$ cat src/rtl/dn_return_channel.sv
// L2-to-L1 downgrade channel: a small FIFO written by the owning domain,
// drained only on a fixed epoch tick under a trusted L1 release permission.
module dn_return_channel #(
  parameter int unsigned WIDTH = 2,
  parameter int unsigned DEPTH = 4,
  parameter int unsigned EPOCH = 8
) (
  input  logic             clk,
  input  logic             rst_n,
  input  logic             dom,
  input  logic             wr_en,
  input  logic [WIDTH-1:0] wr_data,
  output logic             wr_full,
  input  logic             declass_ok,
  output logic             rd_valid,
  output logic [WIDTH-1:0] rd_data,
  output logic             tick
);

  localparam int unsigned PW = $clog2(DEPTH);
  localparam int unsigned CW = $clog2(DEPTH + 1);
  localparam int unsigned EW = $clog2(EPOCH);

  logic [EW-1:0]    epoch_cnt;
  logic [PW-1:0]    wr_ptr;
  logic [PW-1:0]    rd_ptr;
  logic [CW-1:0]    count;
  logic             dom_q;
  logic [WIDTH-1:0] mem [DEPTH];

  logic scrub;
  logic pop;
  logic push;

  // Schedule and occupancy views depend only on registered state.
  assign tick    = (epoch_cnt == EW'(EPOCH - 1));
  assign wr_full = (count == CW'(DEPTH));

  // A pop frees the head slot, so a push into a full FIFO is legal on a pop edge.
  assign scrub = (dom != dom_q);
  assign pop   = tick & declass_ok & (count != '0) & ~scrub;
  assign push  = wr_en & ~scrub & (~wr_full | pop);

  // Free-running epoch counter; never disturbed by scrubs or writer activity.
  always_ff @(posedge clk or negedge rst_n) begin
    if (!rst_n) begin
      epoch_cnt <= '0;
    end else if (epoch_cnt == EW'(EPOCH - 1)) begin
      epoch_cnt <= '0;
    end else begin
      epoch_cnt <= epoch_cnt + EW'(1);
    end
  end

  // FIFO state, ownership tracking and the L1-facing release register.
  always_ff @(posedge clk or negedge rst_n) begin
    if (!rst_n) begin
      wr_ptr   <= '0;
      rd_ptr   <= '0;
      count    <= '0;
      dom_q    <= 1'b0;
      rd_valid <= 1'b0;
      rd_data  <= '0;
      for (int i = 0; i < int'(DEPTH); i++) mem[i] <= '0;
    end else if (scrub) begin
      wr_ptr   <= '0;
      rd_ptr   <= '0;
      count    <= '0;
      dom_q    <= dom;
      rd_valid <= 1'b0;
      rd_data  <= '0;
      for (int i = 0; i < int'(DEPTH); i++) mem[i] <= '0;
    end else begin
      rd_valid <= pop;
      if (pop) begin
        rd_data <= mem[rd_ptr];
        rd_ptr  <= rd_ptr + PW'(1);
      end
      if (push) begin
        mem[wr_ptr] <= wr_data;
        wr_ptr      <= wr_ptr + PW'(1);
      end
      case ({push, pop})
        2'b10:   count <= count + CW'(1);
        2'b01:   count <= count - CW'(1);
        default: count <= count;
      endcase
    end
  end

endmodule

$ cat config.mk
export PLATFORM = sky130hd
export DESIGN_NAME = dn_return_channel
export DESIGN_NICKNAME = d
export VERILOG_FILES = /design/src/rtl/dn_return_channel.sv
export SDC_FILE = /design/constraint.sdc
export NUM_CORES = 1
export LEC_CHECK = 0
export CAP_MARGIN = 20
export CORE_UTILIZATION = 60
export CTS_CLUSTER_DIAMETER = 120
export DETAILED_ROUTE_END_ITERATION = 6
export PLACE_DENSITY = 0.92
export SYNTH_ARGS = -nofsm -noshare
export SYNTH_HDL_FRONTEND = slang
export SYNTH_SLANG_ARGS = --single-unit
export TNS_END_PERCENT = 5
$ cat constraint.sdc
create_clock -name clk -period 5.5 [get_ports clk]
set_input_delay 1.375 -clock clk [delete_from_list [all_inputs] [get_ports clk]]
set_output_delay 1.375 -clock clk [all_outputs]
set_load 0.1 [all_outputs]
# Word-level counts from Yosys, hierarchy flattened
# Index checks and enable logic that the tools add are counted.
[op_classes]
add_sub_neg = 5
multipliers = 0
div = 0
order_cmp = 3
n_eq_ne = 5
n_shift = 0
muxes = 18
bitwise = 10
reduce_logical = 5
[ops]
columns = ["op", "n"]
rows = [
  ["$mux W2", 9],
  ["$mux W8", 2],
  ["$bwmux W8", 1],
  ["$add A3 B1 Y3 const B", 2],
  ["$eq A3 B3 Y1 const B", 2],
  ["$ge A3 B3 Y1 const B", 2],
  ["$mux W3", 2],
  ["$not A2 Y3", 2],
  ["$pmux W3 S2", 1],
  ["$reduce_bool A3 Y1", 2],
  ["$and A1 B1 Y1", 5],
  ["$add A2 B1 Y2 const B", 2],
  ["$bmux W2 S2", 1],
  ["$demux W2 S2", 1],
  ["$reduce_bool A2 Y1", 2],
  ["$lt A3 B1 Y1 const B", 1],
  ["$sub A3 B1 Y3 const B", 1],
  ["$eq A2 B1 Y1 const B", 1],
  ["$eq A2 B2 Y1 const B", 1],
  ["$not A1 Y1", 2],
  ["$logic_and A1 B1 Y1", 1],
  ["$mux W1", 1],
  ["$ne A1 B1 Y1", 1],
  ["$or A1 B1 Y1", 1],
]
[totals]
register_bits = 22
latchBits = 0
ram_bits = 0
romBits = 0
output_inout_bits = 5
mem_count = 0

# Longest topological paths before layout
# Gate-level depths: netlist of the first run.
[depth]
ltp_word = 9
mapped_depth = 9
mapped_depth_nobuf = 8

# Worst setup path after synthesis of the first run
# No wires, ideal clock.
[synth_path]
kind = "input-to-reg"
startpoint = "input dom"
endpoint = "register count[1]"
setup_ns = 0.087
arrival_ns = 3.053
required_time_ns = 5.413
slack_ns = 2.360
cell_stages = 6
n_path_buf = 0
cell_sequence = "xor2_1 nor3_1 fa_1 inv_1 or4_1 o211ai_1"
[synth_via]
elab_chain_len = 8
elab_cells_between_ends = 11
cone_classes = "3 x eq/ne; 2 x mux; 5 x bitwise; 1 x reduce/logical"
[synth_lines]
columns = ["element", "line_no", "rtl"]
rows = [
  ["start: declaration", "10", "input logic dom,"],
  ["$ne A1 B1 Y1 *", "40", "assign scrub = (dom != dom_q);"],
  ["$not A1 Y1", "41, 42", ""],
  ["$and A1 B1 Y1", "41", "assign pop = tick & declass_ok & (count != '0) & ~scrub;"],
  ["$or A1 B1 Y1", "42", "assign push = wr_en & ~scrub & (~wr_full | pop);"],
  ["$and A1 B1 Y1", "42", ""],
  ["$eq A2 B1 Y1 / $eq A2 B2 Y1 (equally long branches)", "83", "case ({push, pop})"],
  ["$pmux W3 S2", "83", ""],
  ["$mux W3", "65", "end else if (scrub) begin"],
  ["end signal: assignment", "84", "2'b10: count <= count + CW'(1);"],
  ["end signal: assignment", "85", "2'b01: count <= count - CW'(1);"],
  ["end signal: assignment", "86", "default: count <= count;"],
  ["end: declaration", "27", "logic [CW-1:0] count;"],
]
# Mark *: on every way between the ends. The rest lies on a longest branch, timed or not.
# A chain may end at the register's enable or synchronous reset.

# Worst setup path in the final report of the first run
[layout_path]
startpoint = "register count[1]"
endpoint = "output wr_full"
[layout_via]
elab_chain_len = 1
[layout_lines]
columns = ["element", "line_no", "rtl"]
rows = [
  ["$eq A3 B3 Y1", "37", "assign wr_full = (count == CW'(DEPTH));"],
  ["end: declaration", "13", "output logic wr_full,"],
]
# No other way between the ends.

==> metrics.txt, run 1 <==
post-synthesis cell count=112; Max Clock Freq=approximately 250 MHz; grt ovf=0; Final Non-Filler Cells=~150; Die Area=roughly 0.0023 mm^2; relative slew slack=around 35%; critical path launch point type=flop; placed cell count=around 150; Root Buffer=clkbuf_4; clock latency on the worst-skew pair=0.31 ns; RSZ-0062 raised after global routing=false; Die Ht=roughly 47 um; Mapped Nets=~130; share of layout cells above drive strength 1=14.8%; Peak VDD IR=slightly below 200 uV; Rows=16; Core Util, Final=slightly above 70%; crit path DAT=~2.6 ns; Total Routing Usage GR=~26%; number of synthesized register bits=22; Initial Util=roughly 63%; clk sink count=22; vias per cell=roughly 6.1; H-tree depth=1; router iterations before antenna repair=4; Top Ports=12; PwrDens=between 200 and 300 mW/mm^2; nets=around 140; cts repair resizes=0; drt initial violations=28; Ys Warns=0; max-cap violations=0; worst-path maximum fanout=8; Clock Skews=0.00414 ns; Pleak=0.626 nW; DRC=0; sequential fraction of the synthesis area=between 40% and 50%; proportion of netlist area held by the largest area contributor=between 40 and 50%; largest area contributor in the netlist=dfrtp_1; final setup TNS=0 ns; width of the die=between 40 and 50 um; WP data required=~4 ns; final instance area=about 0.0014 mm^2; critical hold path startpoint=epoch_cnt[0]; clock slew at reported path FFs=~0.13 ns; Reg2Reg Launch Point=dom_q; top cells by area, synth=dfrtp_1, mux2i_1, ha_1; Total Wirelength=roughly 2400 um; final setup fails=0; largest net degree at the start of global routing=23; post-CTS setup buffer count=0; worst slew pin tran=slightly below 1 ns; Setup CP Type=reg -> out; worst setup path startpoint=count[1]; Tcrit/Tclk final=71.6%; cts bufs inserted=3; Slew Limit Fails=0; Core Footprint=roughly 0.002 mm^2; dpl cell area=around 0.0014 mm^2; min Tclk post-route=roughly 3.9 ns; Area Growth Syn to Fin=14.2%; pre-CTS setup slack=approximately 1.5 ns; Final Hold Fails=0; Antenna Nets Post-Route=0; ANT cells=0; CTS Hold Buffers Added=0; global placer's final weighted congestion=just under 0.8; number of global-route vias before repair=roughly 900; Clock Path Buffers=2; antenna violations before repair=0; Final WS setup=1.56 ns; Final HPWL DP=around 1800 um; Mapped Area=approximately 0.0012 mm^2; I/O Buffers=11; WL/cell=approximately 16 um; Synth cell types=37; wire length of the first global-routing pass=3900 um; hold crit path type=reg -> reg; vias after detailed routing=914; Crit. End Element=primary output; Syn Area/Cell=around 11 um^2; CTS tree=yes; status=complete, no violations
-- routing by layer --
metal | GRT usage (%) | up-vias | share of wire (%)
li1 | - | 419 | -
met1 | 28.9 | 453 | 41
met2 | 46.0 | 32 | 52
met3 | 4.53 | 10 | 4.3
met4 | 14.9 | 0 | 2.9
met5 | 0 | - | 0
-- metrics by stage --
step	hold slack [ns]	total power, mW
final	0.442	0.367
after detailed placement	0.425	0.244
after global routing	0.476	0.383
after global placement	0.419	0.238
after floorplan	0.403	0.223
after CTS	0.442	0.367
-- synthesized netlist by cell type --
master and instances:
a21bo_2 1, a21boi_2 1, a21oi_1 1, a21oi_2 2
a221oi_1 1, a31oi_1 1, and2_0 1, buf_2 4
clkbuf_1 2, clkinv_2 1, dfrtp_1 22, fa_1 1
ha_1 6, inv_1 4, mux2i_1 11, mux4_2 2
nand2_1 18, nand3b_1 2, nand4_1 2, nor2_1 7
nor2b_1 1, nor3_1 1, o2111ai_1 1, o211ai_1 2
o211ai_2 2, o21ai_0 1, o22ai_1 2, o311ai_4 1
o31a_2 1, o31ai_2 1, o32a_1 1, o41ai_1 1
or3_1 1, or3b_4 1, or4_1 1, xnor2_1 2
xor2_1 2
-- cell type report --
class / count / area [um^2]
Clock buffer: 3 / 22.5
Sequential cell: 22 / 551
Tap cell: 27 / 33.8
Fill cell: 153 / 546
Multi-Input combinational cell: 79 / 642
Timing Repair Buffer: 12 / 118
Clock inverter: 1 / 30.0
Inverter: 5 / 20.0
-- power breakdown --
group | switching, mW | internal [mW]
registers | 0.0104 | 0.170
logic | 0.0355 | 0.0248
clock network | 0.0524 | 0.0737
-- worst max-delay path, stage by stage, from the launching register on --
cell and delay (ns):
dfrtp_1 0.52, or3b_4 0.49, clkinv_2 0.11, clkdlybuf4s50_1 1.13
-- cell families after synthesis --
group	Yosys count	synth area share [%]
AO/OA/AOI/OAI	20	15.5
XOR/XNOR	4	2.83
adder cells (fa/ha/maj)	7	7.67
buffers and inverters	11	3.83
flip-flops	22	44.4
multiplexers	13	12.5
AND/OR/NAND/NOR	35	13.2
-- cell usage in the layout, fill, tap and decap left out, drive strengths merged, types with 2 or more instances in the layout --
master / synthesis / final
inv: 4 / 4
nand4: 2 / 2
ha: 6 / 6
xor2: 2 / 2
clkdlybuf4s50: 0 / 11
a21oi: 3 / 3
dfrtp: 22 / 22
mux2i: 11 / 11
o211ai: 4 / 4
nor2: 7 / 7
o22ai: 2 / 2
nand3b: 2 / 2
nand2: 18 / 18
mux4: 2 / 2
clkbuf: 2 / 3
xnor2: 2 / 2
-- sequential cells by signal (all words and copies together), names as in the netlist --
name / count
dom_q: 1
rd_valid: 1
wr_ptr: 2
rd_ptr: 2
mem: 8
epoch_cnt: 3
rd_data: 2
count: 3
-- final timing paths --
| check | endpoint | slack [ns] | cells past startpoint |
|---|---|---|---|
| max | wr_full | 1.56 | 3 |
| min | epoch_cnt[0] | 0.44 | 1 |
| max reg2reg | count[1] | 3.00 | 6 |
| min reg2reg | epoch_cnt[0] | 0.44 | 1 |
| max in group asynchronous | wr_ptr[0] | 3.33 | 1 |
| min in group asynchronous | rd_valid | 1.59 | 1 |
(Power assumes the default switching activity.)
==> run 2: changes to the inputs <==
--- a/config.mk
+++ b/config.mk
@@ -6,10 +6,10 @@
 export NUM_CORES = 1
 export LEC_CHECK = 0
 export CAP_MARGIN = 20
-export CORE_UTILIZATION = 60
+export CORE_UTILIZATION = 55
 export CTS_CLUSTER_DIAMETER = 120
 export DETAILED_ROUTE_END_ITERATION = 6
-export PLACE_DENSITY = 0.92
+export PLACE_DENSITY = 0.86
 export SYNTH_ARGS = -nofsm -noshare
 export SYNTH_HDL_FRONTEND = slang
 export SYNTH_SLANG_ARGS = --single-unit
==> constraint.sdc (replaced) <==
create_clock -name clk -period 4 [get_ports clk]
set_input_delay 1 -clock clk [delete_from_list [all_inputs] [get_ports clk]]
set_output_delay 1 -clock clk [all_outputs]
set_load 0.1 [all_outputs]
==> metrics.txt, run 2 (same netlist as run 1, synthesis figures left out) <==
Total Routing Usage GR=between 20 and 25%; CP top delay family=buffers and inverters; Clock Skews=between 0.0015 and 0.002 ns; critical hold path startpoint=epoch_cnt[0]; wire length of the first global-routing pass=just over 4000 um; Fill cells=~150; highest-count cells in the layout ignoring fill and taps=dfrtp_1, nand2_1, mux2i_1, clkdlybuf4s50_1, nor2_1; PwrDens=351 mW/mm^2; DRC=0; cts bufs inserted=3; I/O Buffers=11; worst setup path startpoint=dom; H-tree depth=1; worst-path maximum fanout=10; FF-to-FF End=count[1]; post-CTS setup buffer count=0; clock latency on the worst-skew pair=approximately 0.32 ns; Tcrit/Tclk final=71.7%; worst slew pin tran=approximately 0.96 ns; Setup CP Type=in -> reg; Rows=16; clk sink count=22; reg2reg path depth=8; Slew Limit Fails=0; WL/cell=15.5 um; placed cell count=about 150; relative slew slack=about 36%; cts repair resizes=0; number of global-route vias before repair=886; status=complete, no violations; Root Buffer=clkbuf_4; nets=140; drt initial violations=22; Initial Util=between 60% and 70%; vias after detailed routing=slightly below 900; hold crit path type=reg -> reg; Clock Path Buffers=2; Largest regs=mem (8), count (3), epoch_cnt (3); max FFs per register=8; Reg with most FFs=mem; Pleak=approximately 0.65 nW; router iterations before antenna repair=4; final setup fails=0; Reg2Reg Launch Point=epoch_cnt[0]; CTS tree=yes; antenna violations before repair=0; Crit. End Element=flop; share of layout cells above drive strength 1=18.4%; width of the die=approximately 49 um; largest net degree at the start of global routing=23; commonest non-fill, non-tap cell in the layout=dfrtp_1; Die Area=0.00245 mm^2; area of the multi-input gates=around 640 um^2; Top Ports=12; Peak VDD IR=~260 uV; Max Clock Freq=between 300 and 400 MHz; Antenna Nets Post-Route=0; Hold Path End=epoch_cnt[0]; Total Wirelength=2350 um; clock slew at reported path FFs=between 0.1 and 0.15 ns; CP Cell Sequence=clkdlybuf4s50_1 -> xor2_1 -> buf_4 -> nor3_1 -> fa_1 -> inv_1 -> or4_1 -> o211ai_1; hold path depth=1; Area Growth Syn to Fin=17.3%; Crit-path slowest cell=clkdlybuf4s50_1; global placer's final weighted congestion=0.837; Final Non-Filler Cells=152; final setup TNS=0 ns; Core Footprint=~0.0020 mm^2; ANT cells=0; CTS Hold Buffers Added=0; Die Ht=49.5 um; WP data required=4.25 ns; crit path DAT=between 3 and 4 ns; Final HPWL DP=1730 um; vias per cell=5.84; R2R Setup Slk=1.51 ns; register area=about 550 um^2; grt ovf=0; min Tclk post-route=approximately 2.9 ns; Final Hold Fails=0; RSZ-0062 raised after global routing=false; critical path's largest stage delay=0.52 ns; CP bufs+invs=3; critical path launch point type=input pin; max-cap violations=0
[run 2: stage by stage]
step / total power, mW / instance area, um^2 / hold WS [ns] / util, % / setup WS (ns)
after floorplan: 0.307 / 1240 / 0.403 / - / 1.14
after global placement: 0.331 / 1370 / 0.419 / 67.3 / 0.866
after detailed placement: 0.337 / 1370 / 0.429 / 67.3 / 0.794
after CTS: 0.510 / 1430 / 0.447 / 69.9 / 1.14
after global routing: 0.530 / 1450 / 0.497 / 71.2 / 0.989
final: 0.510 / 1450 / 0.441 / 71.2 / 1.13
[run 2: worst reg2reg max path, stage by stage, from the launching register on]
cell	delay, ns
dfrtp_1	0.41
ha_1	0.20
ha_1	0.32
o311ai_4	0.21
nor3_1	0.11
fa_1	0.52
inv_1	0.05
or4_1	0.50
o211ai_1	0.10
[run 2: worst max path at each step]
stage / endpoint / depth (start not counted)
6_report: count[1] / 8
5_1_grt: count[2] / 7
4_1_cts: count[1] / 8
3_3_place_gp: count[1] / 8
2_1_floorplan: count[2] / 9
3_5_place_dp: count[1] / 8
[run 2: cell type report]
type	count	share of cell area [%]
clock buffers	3	1.55
clock inverters	1	2.07
inverters	5	1.38
multi-input cells	79	44.1
flip-flops and latches	22	37.9
well taps	27	2.32
repair buffers	15	10.7
[run 2: routing by layer]
metal  track usage, %  part of all wire (%)  vias to the layer above
li1                 -                     -                      426
met1             29.4                    44                      434
met2             34.2                    50                       22
met3             3.40                   3.6                        5
met4             12.9                   2.1                        0
met5                0                     0                        -
[run 2: where the power goes]
group	total, mW	leakage [nW]	switching [mW]	internal [mW]
logic	0.0864	0.327	0.0480	0.0384
clock network	0.175	0.0279	0.0735	0.101
registers	0.249	0.297	0.0149	0.234
==> run 3: changes to the inputs <==
==> constraint.sdc (replaced) <==
create_clock -name clk -period 2.8 [get_ports clk]
set_input_delay 0.7 -clock clk [delete_from_list [all_inputs] [get_ports clk]]
set_output_delay 0.7 -clock clk [all_outputs]
set_load 0.1 [all_outputs]
==> metrics.txt, run 3 (same netlist as run 1, synthesis figures left out) <==
CP bufs+invs=2; critical path launch point type=input pin; highest-count cells in the layout ignoring fill and taps=dfrtp_1, nand2_1, mux2i_1, buf_4, nor2_1; cts bufs inserted=3; Core Util, Final=between 70 and 80%; WP data required=between 3 and 4 ns; vias after detailed routing=just under 900; Crit. End Element=flop; vias per cell=5.78; wire length of the first global-routing pass=4250 um; grt ovf=0; worst slew pin tran=~0.49 ns; relative slew slack=around two thirds; placed cell count=150; Int Pwr=~0.53 mW; Setup CP Type=in -> reg; Fill cells=159; Total Wirelength=~2400 um; switching power=between 0.15 and 0.2 mW; I/O Buffers=11; Slew Limit Fails=0; width of the die=between 40 and 50 um; Largest regs=mem (8), count (3), epoch_cnt (3); global placer's final weighted congestion=approximately 0.77; worst-path maximum fanout=3; CP top delay family=simple AND/OR/NAND/NOR gates; Seq pwr share=48.7%; nets=roughly 140; Comb pwr share=16.8%; clock slew at reported path FFs=0.13 ns; max FFs per register=8; CTS tree=yes; WL/cell=between 15 and 20 um; Die Area=0.00245 mm^2; Pleak=0.659 nW; Initial Util=about three fifths; H-tree depth=1; router iterations before antenna repair=4; Die Ht=about 49 um; Root Buffer=clkbuf_4; antenna violations before repair=0; Clock Path Buffers=2; Crit-path slowest cell=clkdlybuf4s50_1; hold crit path type=reg -> reg; final setup TNS=0 ns; Core Footprint=0.00204 mm^2; Final Non-Filler Cells=about 150; RSZ-0062 raised after global routing=false; number of global-route vias before repair=912; Total Routing Usage GR=23.1%; Final HPWL DP=around 1800 um; CTS Hold Buffers Added=0; Peak VDD IR=approximately 300 uV; post-CTS setup buffer count=0; critical path's largest stage delay=roughly 0.52 ns; cts repair resizes=0; Net Sw Frac=a little over a quarter; ANT cells=0; Tcrit/Tclk final=between 80% and 90%; drt initial violations=17; Clk pwr share=around 34%; status=complete, no violations; Top Ports=12; DRC=0; crit path DAT=2.67 ns; Rows=16; CP Cell Sequence=clkdlybuf4s50_1 -> xor2_1 -> nor3_1 -> fa_1 -> inv_1 -> or4_1 -> o211ai_1; Max Clock Freq=between 400 and 500 MHz; clk sink count=22; Final Hold Fails=0; final setup fails=0; Reg with most FFs=mem; clock latency on the worst-skew pair=~0.32 ns; commonest non-fill, non-tap cell in the layout=dfrtp_1; PwrDens=between 500 and 600 mW/mm^2; share of layout cells above drive strength 1=a little under a quarter; largest net degree at the start of global routing=23; Antenna Nets Post-Route=0; Clock Skews=approximately 0.004 ns; max-cap violations=0; min Tclk post-route=~2.4 ns; Area Growth Syn to Fin=17.5%
## run 3: cell types whose count changed in the layout (fill, tap and decap cells not counted)
cell,previous run,this run
ha_1,6,5
buf_16,1,0
buf_12,0,1
buf_4,5,10
ha_2,0,1
clkdlybuf4s50_1,9,6
## run 3: power groups by stage
stage	logic (mW)	registers [mW]	clock network [mW]
global route	0.137	0.358	0.266
global placement	0.117	0.360	0
finish	0.123	0.355	0.251
detailed placement	0.123	0.361	0
floorplan	0.0805	0.358	0
CTS	0.123	0.355	0.255
## run 3: worst paths after layout
kind	cells past startpoint	startpoint	to	slack (ns)
setup / recovery	7	dom	count[1]	0.38
max in group asynchronous	2	rst_n	mem[5]	1.88
hold / removal	1	epoch_cnt[0]	epoch_cnt[0]	0.46
min in group asynchronous	2	rst_n	count[1]	0.70
hold reg to reg	1	epoch_cnt[0]	epoch_cnt[0]	0.46
setup reg to reg	8	epoch_cnt[0]	count[1]	0.48
## run 3: final cells by class
type,instances,area (um^2),share of cell area (%)
clock buffer,3,22.5,1.55
clock inverter,1,30.0,2.06
inverter,5,20.0,1.37
multi-input combinational,79,644,44.2
sequential,22,551,37.8
tap,27,33.8,2.32
timing repair buffer,17,155,10.7
## run 3: through the flow
step,total power [mW],hold WS [ns],setup WS (ns),instance area (um^2)
2_1_floorplan,0.438,0.403,0.212,1240
3_3_place_gp,0.477,0.416,0.0870,1400
3_5_place_dp,0.484,0.437,0.0294,1400
4_1_cts,0.733,0.455,0.378,1460
5_1_grt,0.761,0.472,0.273,1460
6_report,0.729,0.456,0.379,1460
## run 3: per-layer routing
| layer | track usage (%) | vias to the layer above | part of all wire, % |
|---|---|---|---|
| met5 | 0 | - | 0 |
| met4 | 7.14 | 0 | 1.5 |
| met3 | 3.09 | 5 | 3.1 |
| met2 | 39.7 | 21 | 51 |
| met1 | 30.3 | 437 | 44 |
| li1 | - | 427 | - |
